===== src/rtl/shift_cmd_pkg.sv =====
// Shared types and helpers for the shift command serializer: FSM states,
// default move-word width and the burst-length clamp.
package shift_cmd_pkg;

  typedef enum logic [1:0] {
    IDLE = 2'd0,
    RUN  = 2'd1,
    DONE = 2'd2
  } state_t;

  localparam int DEFAULT_W = 8;

  function automatic int clamp_len(input int len_v, input int w_max);
    return (len_v > w_max) ? w_max : len_v;
  endfunction

endpackage


===== src/rtl/piso_bit_reg.sv =====
// W-bit parallel-load register that shifts right with zero fill and
// presents bit 0 as the serial output.
module piso_bit_reg #(
  parameter int W = 8
) (
  input  logic         clk,
  input  logic         rst,
  input  logic         load,
  input  logic         shift,
  input  logic [W-1:0] din,
  output logic         bit0
);

  logic [W-1:0] word;

  always_ff @(posedge clk or posedge rst) begin
    if (rst) begin
      word <= '0;
    end else if (load) begin
      word <= din;
    end else if (shift) begin
      word <= {1'b0, word[W-1:1]};
    end
  end

  assign bit0 = word[0];

endmodule


===== src/rtl/shift_cmd_serializer.sv =====
// Replays one garbler/evaluator move word pair LSB first, one pair per cycle,
// framed by valid/busy/done. Optional SHIFT_CMD_NET_SHIFT_EN adds net_shift.
module shift_cmd_serializer
  import shift_cmd_pkg::*;
#(
  parameter int W  = DEFAULT_W,
  parameter int LW = $clog2(W + 1)
) (
  input  logic                 clk,
  input  logic                 rst,
  input  logic                 start,
  input  logic [W-1:0]         g_init,
  input  logic [W-1:0]         e_init,
  input  logic [LW-1:0]        len,
  output logic                 g_input,
  output logic                 e_input,
  output logic                 valid,
  output logic                 busy,
  output logic                 done,
  output logic [LW-1:0]        step_cnt
`ifdef SHIFT_CMD_NET_SHIFT_EN
  ,
  output logic signed [LW:0]   net_shift
`endif
);

  state_t        state, state_nx;
  logic          accept;
  logic          run;
  logic          g_bit, e_bit;
  logic [LW-1:0] len_eff;
  logic [LW-1:0] len_q;
  logic [LW-1:0] step_nx;

  assign accept  = start && ((state == IDLE) || (state == DONE));
  assign run     = (state == RUN);
  assign len_eff = LW'(clamp_len(int'(len), W));
  assign step_nx = step_cnt + LW'(1);

  piso_bit_reg #(.W(W)) u_g_word (
    .clk   (clk),
    .rst   (rst),
    .load  (accept),
    .shift (run),
    .din   (g_init),
    .bit0  (g_bit)
  );

  piso_bit_reg #(.W(W)) u_e_word (
    .clk   (clk),
    .rst   (rst),
    .load  (accept),
    .shift (run),
    .din   (e_init),
    .bit0  (e_bit)
  );

  always_ff @(posedge clk or posedge rst) begin
    if (rst) begin
      state <= IDLE;
    end else begin
      state <= state_nx;
    end
  end

  always_comb begin
    state_nx = state;
    case (state)
      IDLE, DONE: begin
        if (start) begin
          state_nx = (len_eff == '0) ? DONE : RUN;
        end
      end
      RUN: begin
        if (step_nx == len_q) begin
          state_nx = DONE;
        end
      end
      default: state_nx = IDLE;
    endcase
  end

  // Outputs decode straight from flops; zero whenever no pair is presented.
  always_comb begin
    valid   = (state == RUN);
    busy    = (state == RUN);
    done    = (state == DONE);
    g_input = valid & g_bit;
    e_input = valid & e_bit;
  end

  always_ff @(posedge clk or posedge rst) begin
    if (rst) begin
      len_q    <= '0;
      step_cnt <= '0;
    end else if (accept) begin
      len_q    <= len_eff;
      step_cnt <= '0;
    end else if (run) begin
      step_cnt <= step_nx;
    end
  end

`ifdef SHIFT_CMD_NET_SHIFT_EN
  localparam logic signed [LW:0] NS_ONE = (LW + 1)'(1);

  // g=1,e=0 is a right shift (+1); g=0,e=1 a left shift (-1).
  always_ff @(posedge clk or posedge rst) begin
    if (rst) begin
      net_shift <= '0;
    end else if (accept) begin
      net_shift <= '0;
    end else if (run) begin
      case ({g_bit, e_bit})
        2'b10:   net_shift <= net_shift + NS_ONE;
        2'b01:   net_shift <= net_shift - NS_ONE;
        default: net_shift <= net_shift;
      endcase
    end
  end
`endif

endmodule


===== config.mk =====
export PLATFORM = sky130hd
export DESIGN_NAME = shift_cmd_serializer
export DESIGN_NICKNAME = d
export VERILOG_FILES = /design/src/rtl/shift_cmd_pkg.sv /design/src/rtl/piso_bit_reg.sv /design/src/rtl/shift_cmd_serializer.sv
export SDC_FILE = /design/constraint.sdc
export NUM_CORES = 1
export LEC_CHECK = 0
export CORE_UTILIZATION = 60
export CTS_BUF_LIST = sky130_fd_sc_hd__clkbuf_16
export DETAILED_ROUTE_END_ITERATION = 8
export DONT_BUFFER_PORTS = 1
export PLACE_DENSITY = 0.76
export SYNTH_ARGS = -nofsm -noshare
export SYNTH_HDL_FRONTEND = slang
export SYNTH_SLANG_ARGS = --single-unit

===== constraint.sdc =====
create_clock -name clk -period 1.6 [get_ports clk]
set_input_delay 0.24 -clock clk [delete_from_list [all_inputs] [get_ports clk]]
set_output_delay 0.24 -clock clk [all_outputs]
set_load 0.05 [all_outputs]

==> insert_results.sql, run 1 <==
INSERT INTO impl_metrics (metric_group, metric, value, unit) VALUES
('status', 'run_status', 'complete, no violations', ''),
('floorplanning', 'floorplan.initialDensity', '64.8', '%'),
('grt', 'global_route.peak_usage_layer', 'met2', ''),
('pwr', 'vdd_drop_max', '0.00180', 'V'),
('placed_design', 'number_of_port_buffers', '0', ''),
('yosys', 'synth_cells', '144', ''),
('grt', 'grt_max_degree', '27', ''),
('yosys', 'synth-seq-cells', '26', ''),
('drt', 'postRouteAntennaNets', '0', ''),
('yosys', 'synth-edff-count', '0', ''),
('pwr', 'fin_total_pwr', '3.76', 'mW'),
('layout', 'antenna-diode-count', '0', ''),
('drt', 'detail_route.vias_per_cell', '5.73', ''),
('grt', 'antenna_found_initial', '0', ''),
('sta', 'totalNegativeSetupSlack', '0', 'ns'),
('yosys', 'netlist_area', '1300', 'sq um'),
('grt', 'grt_use_met3', '4.72', '%'),
('drt', 'drtPass1Iterations', '4', ''),
('floorplanning', 'coreArea', '2000', 'sq um'),
('clocking', 'ctsLongestPathBuffers', '2', ''),
('drt', 'route.final.wire_length', '2550', 'um'),
('sta', 'rsz_0062_raised_after_global_routing', 'no', ''),
('pwr', 'pwr_density_cell', '2570', 'nW/um^2'),
('floorplanning', 'rows', '16', ''),
('drt', 'via_count', '1032', ''),
('worst_setup_path', 'crit_path_end_kind', 'output pin', ''),
('worst_setup_path', 'setup.reg_to_reg.worst_slack', '0.11', 'ns'),
('worst_setup_path', 'reg2regPathDepth', '4', ''),
('sta', 'final_min_period_over_clock_period', '97.7', '%'),
('grt', 'grtUsageMet1', '32.5', '%'),
('worst_setup_path', 'crit_required', '1.36', 'ns'),
('placed_design', 'finalWeightedCongestion', '0.736', ''),
('drt', 'drt_iter0_drc', '40', ''),
('worst_setup_path', 'crit_path_max_fanout', '9', ''),
('clocking', 'cts_num_sinks', '26', ''),
('sta', 'final-max-slew-violation-count', '0', ''),
('worst_setup_path', 'slowest_library_cell_on_the_worst_path', 'sky130_fd_sc_hd__dfrtp_1', ''),
('worst_setup_path', 'worstSetupPathType', 'reg2out', ''),
('worst_setup_path', 'critical-path-max-stage-delay', '0.38', 'ns'),
('yosys', 'synthDistinctLibCells', '28', ''),
('layout', 'layout-drive-gt1-share', '16.3', '%'),
('worst_setup_path', 'setup.worst_path.start_class', 'register', ''),
('sta', 'timing_worst_slew_pin_value', '0.529', 'ns'),
('floorplanning', 'floorplan.die.width', '48.5', 'um'),
('worst_setup_path', 'r2r_start', 'step_cnt[0]', ''),
('worst_setup_path', 'r2r-end', 'state[1]', ''),
('sta', 'max-slew-margin-rel', '64.4', '%'),
('floorplanning', 'die_area', '2350', 'sq um'),
('clocking', 'cts_buffers', '3', ''),
('min_path', 'timing.hold.worst.class', 'in2reg', ''),
('grt', 'number_of_global_route_vias_before_repair', '948', ''),
('worst_setup_path', 'critPathArrivalTime', '1.32', 'ns'),
('pwr', 'power.leakage', '0.686', 'nW'),
('clocking', 'clk_root_buffer_cell', 'sky130_fd_sc_hd__clkbuf_16', ''),
('drt', 'drc', '0', ''),
('sta', 'min_tclk_post_route', '1.56', 'ns'),
('worst_setup_path', 'setup.worst_path.end', 'busy', ''),
('clocking', 'tritoncts_clock_tree', 'done', ''),
('yosys', 'synth.area.top_cells', 'sky130_fd_sc_hd__dfrtp_1, sky130_fd_sc_hd__nand2_1, sky130_fd_sc_hd__a31oi_1', ''),
('clocking', 'insertion_delay', '0.26', 'ns'),
('yosys', 'postSynth.topFlopCell', 'sky130_fd_sc_hd__dfrtp_1', ''),
('sta', 'final-setup-viol-count', '0', ''),
('layout', 'area_growth', '12.8', '%'),
('sta', 'max_freq', '0.640', 'GHz'),
('clocking', 'htree_num_levels', '1', ''),
('clocking', 'post_cts_setup_buffer_count', '0', ''),
('sta', 'final-hold-violation-count', '0', ''),
('grt', 'grt-ovfl-total', '0', ''),
('clocking', 'worst_setup_hold_path_clk_slew', '0.06', 'ns'),
('yosys', 'synth_nets', '168', ''),
('placed_design', 'hpwl', '1780', 'um');
flip-flops by register name (all words and copies together), names as in the netlist:
register	cells
len_q	4
u_g_word.word	8
state	2
u_e_word.word	8
step_cnt	4
Yosys cell counts, types with 2 or more instances:
master,n
sky130_fd_sc_hd__nor2_1,15
sky130_fd_sc_hd__buf_2,4
sky130_fd_sc_hd__xor2_1,2
sky130_fd_sc_hd__buf_4,4
sky130_fd_sc_hd__mux2i_1,2
sky130_fd_sc_hd__and2_1,2
sky130_fd_sc_hd__o21ai_0,4
sky130_fd_sc_hd__nor2b_1,2
sky130_fd_sc_hd__nand3_1,4
sky130_fd_sc_hd__nand2_1,41
sky130_fd_sc_hd__dfrtp_1,26
sky130_fd_sc_hd__buf_6,2
sky130_fd_sc_hd__a21oi_1,2
sky130_fd_sc_hd__a31oi_1,15
sky130_fd_sc_hd__nand2b_1,5
sky130_fd_sc_hd__xnor2_1,2
cell usage in the layout (no fill, tap or decap), drive strengths merged, types with 2 or more instances in the layout:
master / instances
a21oi: 2
a31oi: 15
and2: 2
buf: 15
clkbuf: 3
dfrtp: 26
inv: 3
mux2: 2
mux2i: 2
nand2: 41
nand2b: 5
nand3: 4
nor2: 15
nor2b: 2
o21ai: 4
xnor2: 2
xor2: 2
how the worst min path moves through the flow:
stage / start / cells past startpoint / slack (ns) / to
after global routing: len[3] / 2 / 0.10 / len_q[3]
final: len[3] / 2 / 0.1 / len_q[3]
after global placement: rst / 2 / 0.20 / step_cnt[3]
after CTS: len[3] / 2 / 0.09 / len_q[3]
after detailed placement: rst / 2 / 0.21 / u_g_word.word[2]
after floorplan: rst / 1 / 0.28 / len_q[0]
critical path, delay by kind of cell, from the launching register on:
family        cells  cell delay [ns]
flops             1             0.38
simple gates      1             0.20
buf+inv           3             0.48
metrics by stage:
| stage | hold WS [ns] | util (%) | std cells | worst slack [ns] | area [sq um] |
|---|---|---|---|---|---|
| 2_1_floorplan | 0.280 | - | 144 | 0.0253 | 1300 |
| 4_1_cts | 0.0887 | 73.1 | 180 | 0.0312 | 1460 |
| 3_3_place_gp | 0.201 | 68.6 | 175 | 0.192 | 1370 |
| 5_1_grt | 0.101 | 73.1 | 180 | 0.00277 | 1460 |
| 3_5_place_dp | 0.206 | 68.6 | 175 | 0.142 | 1370 |
| 6_report | 0.0955 | 73.1 | 180 | 0.0367 | 1460 |
layout make-up:
class,instances,area [sq um]
Inverter,2,10.0
Fill cell,167,538
Clock inverter,1,3.75
Sequential cell,26,653
Timing Repair Buffer,16,123
Tap cell,27,33.8
Clock buffer,3,75.1
Multi-Input combinational cell,105,566
power by group:
group          total (mW)  switching [mW]  internal, mW
Sequential           1.15           0.175         0.973
Clock               0.541           0.208         0.334
Combinational        2.07            1.32         0.748
cell families (layout without fill, tap and decap cells):
kind of cell    after synthesis  in the layout  synth area share, %
simple gates                 71             71                 23.0
mux                           4              4                 3.57
compound gates               24             24                 11.5
xor+xnor                      5              5                 4.44
fa+ha+maj                     1              1                0.964
buf+inv                      13             22                 6.46
flops                        26             26                 50.1
metal layers:
| layer | vias up | part of all wire, % |
|---|---|---|
| met5 | - | 0 |
| met3 | 4 | 5.5 |
| met2 | 38 | 47 |
| met4 | 0 | 0.94 |
| met1 | 495 | 47 |
| li1 | 495 | - |
repair_timing:
item / 4_1_cts / 5_1_grt
hold endpoints to repair: 26 / 0
hold buffers: 1 / 0
setup endpoints to repair: 2 / 0
gates resized for setup: 1 / 0
Power figures use the tool's default switching activity.
==> run 2: changes to the inputs <==
clock period = 1.55 ns   (was 1.6 ns; I/O delays follow)
==> insert_results.sql, run 2 (synthesis results as in run 1) <==
INSERT INTO impl_metrics (metric_group, metric, value, unit) VALUES
('sta', 'max-slew-margin-rel', '66.0', '%'),
('sta', 'final-max-slew-violation-count', '0', ''),
('grt', 'grt-ovfl-total', '0', ''),
('clocking', 'htree_num_levels', '1', ''),
('worst_setup_path', 'slowest_library_cell_on_the_worst_path', 'sky130_fd_sc_hd__dfrtp_1', ''),
('worst_setup_path', 'critPathArrivalTime', '1.29', 'ns'),
('status', 'run_status', 'complete, no violations', ''),
('layout', 'area_growth', '12.2', '%'),
('sta', 'max_freq', '0.659', 'GHz'),
('pwr', 'vdd_drop_max', '0.00143', 'V'),
('run', 'drv.max_cap_violation_count', '0', ''),
('worst_setup_path', 'crit_path_max_fanout', '6', ''),
('drt', 'drc', '0', ''),
('floorplanning', 'die_area', '2350', 'sq um'),
('placed_design', 'finalWeightedCongestion', '0.758', ''),
('drt', 'wl_per_cell', '13.6', 'um'),
('worst_setup_path', 'worstSetupPathType', 'reg2out', ''),
('clocking', 'insertion_delay', '0.26', 'ns'),
('worst_setup_path', 'critical-path-max-stage-delay', '0.39', 'ns'),
('sta', 'timing_worst_slew_pin_value', '0.505', 'ns'),
('worst_setup_path', 'crit_required', '1.32', 'ns'),
('sta', 'min_tclk_post_route', '1.52', 'ns'),
('grt', 'antenna_found_initial', '0', ''),
('grt', 'grt_use_met3', '4.09', '%'),
('pwr', 'power.leakage', '0.675', 'nW'),
('worst_setup_path', 'crit_path_end_kind', 'output pin', ''),
('grt', 'number_of_global_route_vias_before_repair', '955', ''),
('clocking', 'post_cts_setup_buffer_count', '0', ''),
('layout', 'most-common-layout-cells', 'sky130_fd_sc_hd__nand2_1, sky130_fd_sc_hd__dfrtp_1, sky130_fd_sc_hd__nor2_1, sky130_fd_sc_hd__a31oi_1, sky130_fd_sc_hd__buf_4', ''),
('clocking', 'cts_num_sinks', '26', ''),
('sta', 'rsz_0062_raised_after_global_routing', 'yes', ''),
('grt', 'grtUsageTotal', '22.7', '%'),
('drt', 'via_count', '1035', ''),
('worst_setup_path', 'critical_path.n_buffers_inverters', '1', ''),
('floorplanning', 'coreArea', '2000', 'sq um'),
('drt', 'route.final.wire_length', '2440', 'um'),
('min_path', 'timing.hold.worst.class', 'in2reg', ''),
('placed_design', 'hpwl', '1730', 'um'),
('pwr', 'fin_total_pwr', '3.82', 'mW'),
('clocking', 'ctsLongestPathBuffers', '2', ''),
('sta', 'final-hold-violation-count', '0', ''),
('drt', 'detail_route.vias_per_cell', '5.78', ''),
('layout', 'antenna-diode-count', '0', ''),
('clocking', 'postCtsResizedCells', '0', ''),
('clocking', 'worst_setup_hold_path_clk_slew', '0.06', 'ns'),
('floorplanning', 'ioPinCount', '32', ''),
('layout', 'layout.cells.most_common', 'sky130_fd_sc_hd__nand2_1', ''),
('layout', 'biggestRegsByFlops', 'u_e_word.word (8), u_g_word.word (8)', ''),
('pwr', 'pwr_density_cell', '2630', 'nW/um^2'),
('clocking', 'tritoncts_clock_tree', 'done', ''),
('drt', 'drt_iter0_drc', '23', ''),
('drt', 'drtPass1Iterations', '4', ''),
('sta', 'final_min_period_over_clock_period', '97.9', '%'),
('sta', 'final-setup-viol-count', '0', ''),
('grt', 'global_route.peak_usage_layer', 'met2', ''),
('layout', 'nets', '177', ''),
('placed_design', 'number_of_port_buffers', '0', ''),
('sta', 'fin_worst_skew', '0.00234', 'ns'),
('clocking', 'cts_buffers', '3', ''),
('worst_setup_path', 'setup.worst_path.start_class', 'register', ''),
('grt', 'grt_first_pass_wirelength', '4060', 'um'),
('worst_setup_path', 'critical_path.cell_chain', 'nand2b_1 > inv_2 > and2_2', ''),
('clocking', 'clk_root_buffer_cell', 'sky130_fd_sc_hd__clkbuf_16', ''),
('layout', 'layout.core_utilization', '72.8', '%'),
('floorplanning', 'rows', '16', ''),
('grt', 'grtUsageMet1', '30.1', '%'),
('layout', 'layout-drive-gt1-share', '16.4', '%'),
('worst_setup_path', 'path_delay_family', 'simple AND/OR/NAND/NOR gates', ''),
('floorplanning', 'die_h', '48.5', 'um'),
('floorplanning', 'floorplan.die.width', '48.5', 'um'),
('grt', 'grt_max_degree', '27', ''),
('grt', 'global_route_met2_utilization', '36.9', '%'),
('drt', 'postRouteAntennaNets', '0', ''),
('floorplanning', 'floorplan.initialDensity', '64.8', '%');
[run 2: cell count changes in the layout (fill, tap and decap cells not counted)]
cell	previous run	this run
sky130_fd_sc_hd__inv_4	1	0
sky130_fd_sc_hd__clkinv_1	0	1
sky130_fd_sc_hd__inv_2	0	1
sky130_fd_sc_hd__ha_1	1	0
sky130_fd_sc_hd__inv_1	2	1
sky130_fd_sc_hd__buf_4	15	14
sky130_fd_sc_hd__ha_2	0	1
[run 2: worst reg2reg max path: stages (launching register included)]
cell,delay [ns]
sky130_fd_sc_hd__dfrtp_2,0.42
sky130_fd_sc_hd__ha_2,0.20
sky130_fd_sc_hd__xnor3_1,0.39
sky130_fd_sc_hd__nand3_1,0.09
sky130_fd_sc_hd__o32ai_1,0.25
[run 2: report_power, final]
group	internal, mW	switching, mW
Sequential	1.00	0.183
Combinational	0.747	1.32
Clock	0.345	0.220
[run 2: cell type report]
type | count | area (sq um)
Clock buffer | 3 | 75.1
Clock inverter | 1 | 3.75
Fill cell | 157 | 546
Inverter | 2 | 7.51
Multi-Input combinational cell | 105 | 568
Sequential cell | 26 | 653
Tap cell | 27 | 33.8
Timing Repair Buffer | 15 | 115
[run 2: layer usage]
layer,routed length (um),up-vias
met5,0,-
met4,35,0
met3,175,5
li1,-,494
met1,1070,495
met2,1160,41
[run 2: final timing paths]
kind                            depth (start not counted)   startpoint          endpoint  slack (ns)
worst max-delay path                                    3     state[1]           e_input        0.03
worst max register to register                          4  step_cnt[0]          state[1]        0.12
max in group asynchronous                               3          rst       step_cnt[0]        0.81
worst min-delay path                                    2       len[3]          len_q[3]        0.09
min in group asynchronous                               3          rst  u_g_word.word[1]        0.47
worst min register to register                          2     len_q[2]          len_q[2]        0.50
[run 2: timing repair]
item | in CTS | in global routing
hold endpoints to repair | 26 | 0
hold buffers | 1 | 0
setup endpoints to repair | 0 | 2
[run 2: stage by stage]
| stage | setup WS (ns) | cell area (sq um) | hold slack [ns] | cells | setup TNS (ns) |
|---|---|---|---|---|---|
| floorplan | 0.00570 | 1310 | 0.272 | 144 | 0 |
| global placement | 0.172 | 1370 | 0.196 | 174 | 0 |
| detailed placement | 0.148 | 1370 | 0.202 | 174 | 0 |
| CTS | 0.0295 | 1460 | 0.0845 | 179 | 0 |
| global route | -0.0340 | 1460 | 0.0867 | 179 | -0.0674 |
| finish | 0.0323 | 1460 | 0.0850 | 179 | 0 |
==> run 3: changes to the inputs <==
CORE_UTILIZATION = 61   (was 60)
PLACE_DENSITY = 0.77   (was 0.76)
==> insert_results.sql, run 3 (synthesis results as in run 1) <==
INSERT INTO impl_metrics (metric_group, metric, value, unit) VALUES
('clocking', 'tritoncts_clock_tree', 'done', ''),
('drt', 'detail_route.vias_per_cell', '5.73', ''),
('grt', 'antenna_found_initial', '0', ''),
('pwr', 'vdd_drop_max', '0.00137', 'V'),
('placed_design', 'finalWeightedCongestion', '0.812', ''),
('floorplanning', 'rows', '16', ''),
('floorplanning', 'floorplan.initialDensity', '65.5', '%'),
('clocking', 'cts_buffers', '3', ''),
('sta', 'final-max-slew-violation-count', '0', ''),
('layout', 'layout-drive-gt1-share', '17.5', '%'),
('floorplanning', 'ioPinCount', '32', ''),
('min_path', 'holdCritStartpoint', 'len[3]', ''),
('worst_setup_path', 'critPathArrivalTime', '1.26', 'ns'),
('layout', 'area_taken_by_multi_input_logic_gates', '571', 'sq um'),
('layout', 'layout.cells.most_common', 'sky130_fd_sc_hd__nand2_1', ''),
('sta', 'fin_worst_skew', '0.00329', 'ns'),
('sta', 'final-setup-viol-count', '0', ''),
('pwr', 'fin_total_pwr', '4.01', 'mW'),
('drt', 'via_count', '1037', ''),
('sta', 'min_tclk_post_route', '1.49', 'ns'),
('worst_setup_path', 'r2r-end', 'state[0]', ''),
('floorplanning', 'die_h', '48.1', 'um'),
('pwr', 'p_clk_share', '14.2', '%'),
('layout', 'register_area', '653', 'sq um'),
('grt', 'grtUsageTotal', '24.0', '%'),
('status', 'run_status', 'complete, no violations', ''),
('pwr', 'power.sequential.fraction', '29.8', '%'),
('drt', 'drt_iter0_drc', '33', ''),
('worst_setup_path', 'crit_path_end_kind', 'output pin', ''),
('pwr', 'switching_power', '1.82', 'mW'),
('pwr', 'power_frac_comb', '56.0', '%'),
('pwr', 'pwr_density_cell', '2710', 'nW/um^2'),
('clocking', 'insertion_delay', '0.26', 'ns'),
('sta', 'final-hold-violation-count', '0', ''),
('sta', 'max_freq', '0.671', 'GHz'),
('layout', 'area_growth', '13.8', '%'),
('run', 'drv.max_cap_violation_count', '0', ''),
('grt', 'grt-ovfl-total', '0', ''),
('placed_design', 'post-place-cells', '174', ''),
('clocking', 'worst_setup_hold_path_clk_slew', '0.06', 'ns'),
('pwr', 'cell_internal_pwr', '2.19', 'mW'),
('sta', 'timing_worst_slew_pin_value', '0.480', 'ns'),
('layout', 'antenna-diode-count', '0', ''),
('layout', 'layout.core_utilization', '74.5', '%'),
('floorplanning', 'die_area', '2320', 'sq um'),
('sta', 'totalNegativeSetupSlack', '0', 'ns'),
('drt', 'route.final.wire_length', '2620', 'um'),
('drt', 'wl_per_cell', '14.5', 'um'),
('min_path', 'timing.hold.worst.class', 'in2reg', ''),
('worst_setup_path', 'crit_required', '1.32', 'ns'),
('pwr', 'power_switching_share', '45.3', '%'),
('floorplanning', 'floorplan.die.width', '48.1', 'um'),
('floorplanning', 'coreArea', '1980', 'sq um'),
('grt', 'number_of_global_route_vias_before_repair', '836', ''),
('sta', 'rsz_0062_raised_after_global_routing', 'no', ''),
('drt', 'postRouteAntennaNets', '0', ''),
('layout', 'biggestRegsByFlops', 'u_e_word.word (8), u_g_word.word (8)', ''),
('worst_setup_path', 'reg2regPathDepth', '4', ''),
('sta', 'max-slew-margin-rel', '67.7', '%'),
('grt', 'grt_max_degree', '27', ''),
('min_path', 'worstHoldEndpoint', 'len_q[3]', ''),
('worst_setup_path', 'setup.worst_path.start_class', 'register', ''),
('worst_setup_path', 'crit_path_max_fanout', '10', ''),
('clocking', 'htree_num_levels', '1', ''),
('clocking', 'cts_num_sinks', '26', ''),
('layout', 'most-common-layout-cells', 'sky130_fd_sc_hd__nand2_1, sky130_fd_sc_hd__dfrtp_1, sky130_fd_sc_hd__buf_4, sky130_fd_sc_hd__nor2_1, sky130_fd_sc_hd__a31oi_1', ''),
('layout', 'instances_no_fill', '181', ''),
('pwr', 'power.leakage', '0.687', 'nW'),
('placed_design', 'hpwl', '1770', 'um'),
('sta', 'final_min_period_over_clock_period', '96.1', '%'),
('layout', 'layout.filler_cells', '131', ''),
('worst_setup_path', 'worstSetupPathType', 'reg2out', ''),
('clocking', 'ctsLongestPathBuffers', '2', ''),
('clocking', 'clk_root_buffer_cell', 'sky130_fd_sc_hd__clkbuf_16', ''),
('drt', 'drc', '0', ''),
('grt', 'grt_first_pass_wirelength', '3770', 'um'),
('worst_setup_path', 'setup.reg_to_reg.worst_slack', '0.08', 'ns'),
('placed_design', 'number_of_port_buffers', '0', ''),
('drt', 'drtPass1Iterations', '4', ''),
('min_path', 'timing.hold.worst_path_depth', '2', ''),
('layout', 'nets', '179', ''),
('worst_setup_path', 'r2r_start', 'step_cnt[0]', '');
==> run 3: changes by cell type in the layout (fill, tap and decap cells not counted), sizes merged <==
cell / before / now
buf: 14 / 16
==> run 3: timing repair <==
item                                    CTS  global route
hold endpoints to repair                 26             0
endpoints found under the setup margin    2             4
pin swaps                                 0             1
setup buffers                             0             2
hold buffers                              1             0
resized for setup                         0             3
==> run 3: stage by stage <==
| stage | area, sq um | worst slack (ns) | hold slack [ns] |
|---|---|---|---|
| after floorplan | 1310 | 0.00570 | 0.272 |
| after global placement | 1370 | 0.175 | 0.193 |
| after detailed placement | 1370 | 0.139 | 0.202 |
| after global routing | 1480 | 0.00381 | 0.103 |
| final | 1480 | 0.0597 | 0.0860 |
| after CTS | 1460 | -0.0539 | 0.0871 |
==> run 3: worst max-delay path by stage <==
stage | cells past startpoint | slack [ns] | startpoint | endpoint
floorplan | 4 | 0.006 | step_cnt[0] | state[0]
global placement | 4 | 0.18 | step_cnt[0] | state[1]
detailed placement | 4 | 0.14 | step_cnt[0] | state[0]
CTS | 3 | -0.05 | state[1] | g_input
global route | 3 | 0.004 | state[1] | e_input
finish | 3 | 0.06 | state[1] | e_input
==> run 3: power groups by stage <==
| stage | sequential, mW | clock, mW | combinational [mW] |
|---|---|---|---|
| after global placement | 1.17 | 0 | 2.03 |
| after floorplan | 1.36 | 0 | 1.57 |
| after global routing | 1.23 | 0.595 | 2.45 |
| after CTS | 1.19 | 0.578 | 2.15 |
| after detailed placement | 1.20 | 0 | 2.10 |
| final | 1.19 | 0.569 | 2.24 |
==> run 3: final cells by class <==
type	count	share of cell area, %
repair buffers	17	8.81
clock buffers	3	5.08
inverters	2	0.678
flip-flops and latches	26	44.2
well taps	27	2.29
multi-input cells	105	38.6
clock inverters	1	0.254
==> run 3: critical path, cell delays in order (launching register included) <==
cell and delay [ns]:
sky130_fd_sc_hd__dfrtp_1 0.39, sky130_fd_sc_hd__nand2b_1 0.21, sky130_fd_sc_hd__inv_4 0.15, sky130_fd_sc_hd__and2_4 0.25
==> run 3: per-layer routing <==
metal / part of all wire, % / GRT usage (%) / vias up
li1: - / - / 498
met1: 44 / 33.5 / 502
met2: 50 / 38.4 / 33
met3: 5.2 / 4.81 / 4
met4: 0.92 / 6.67 / 0
met5: 0 / 0 / -
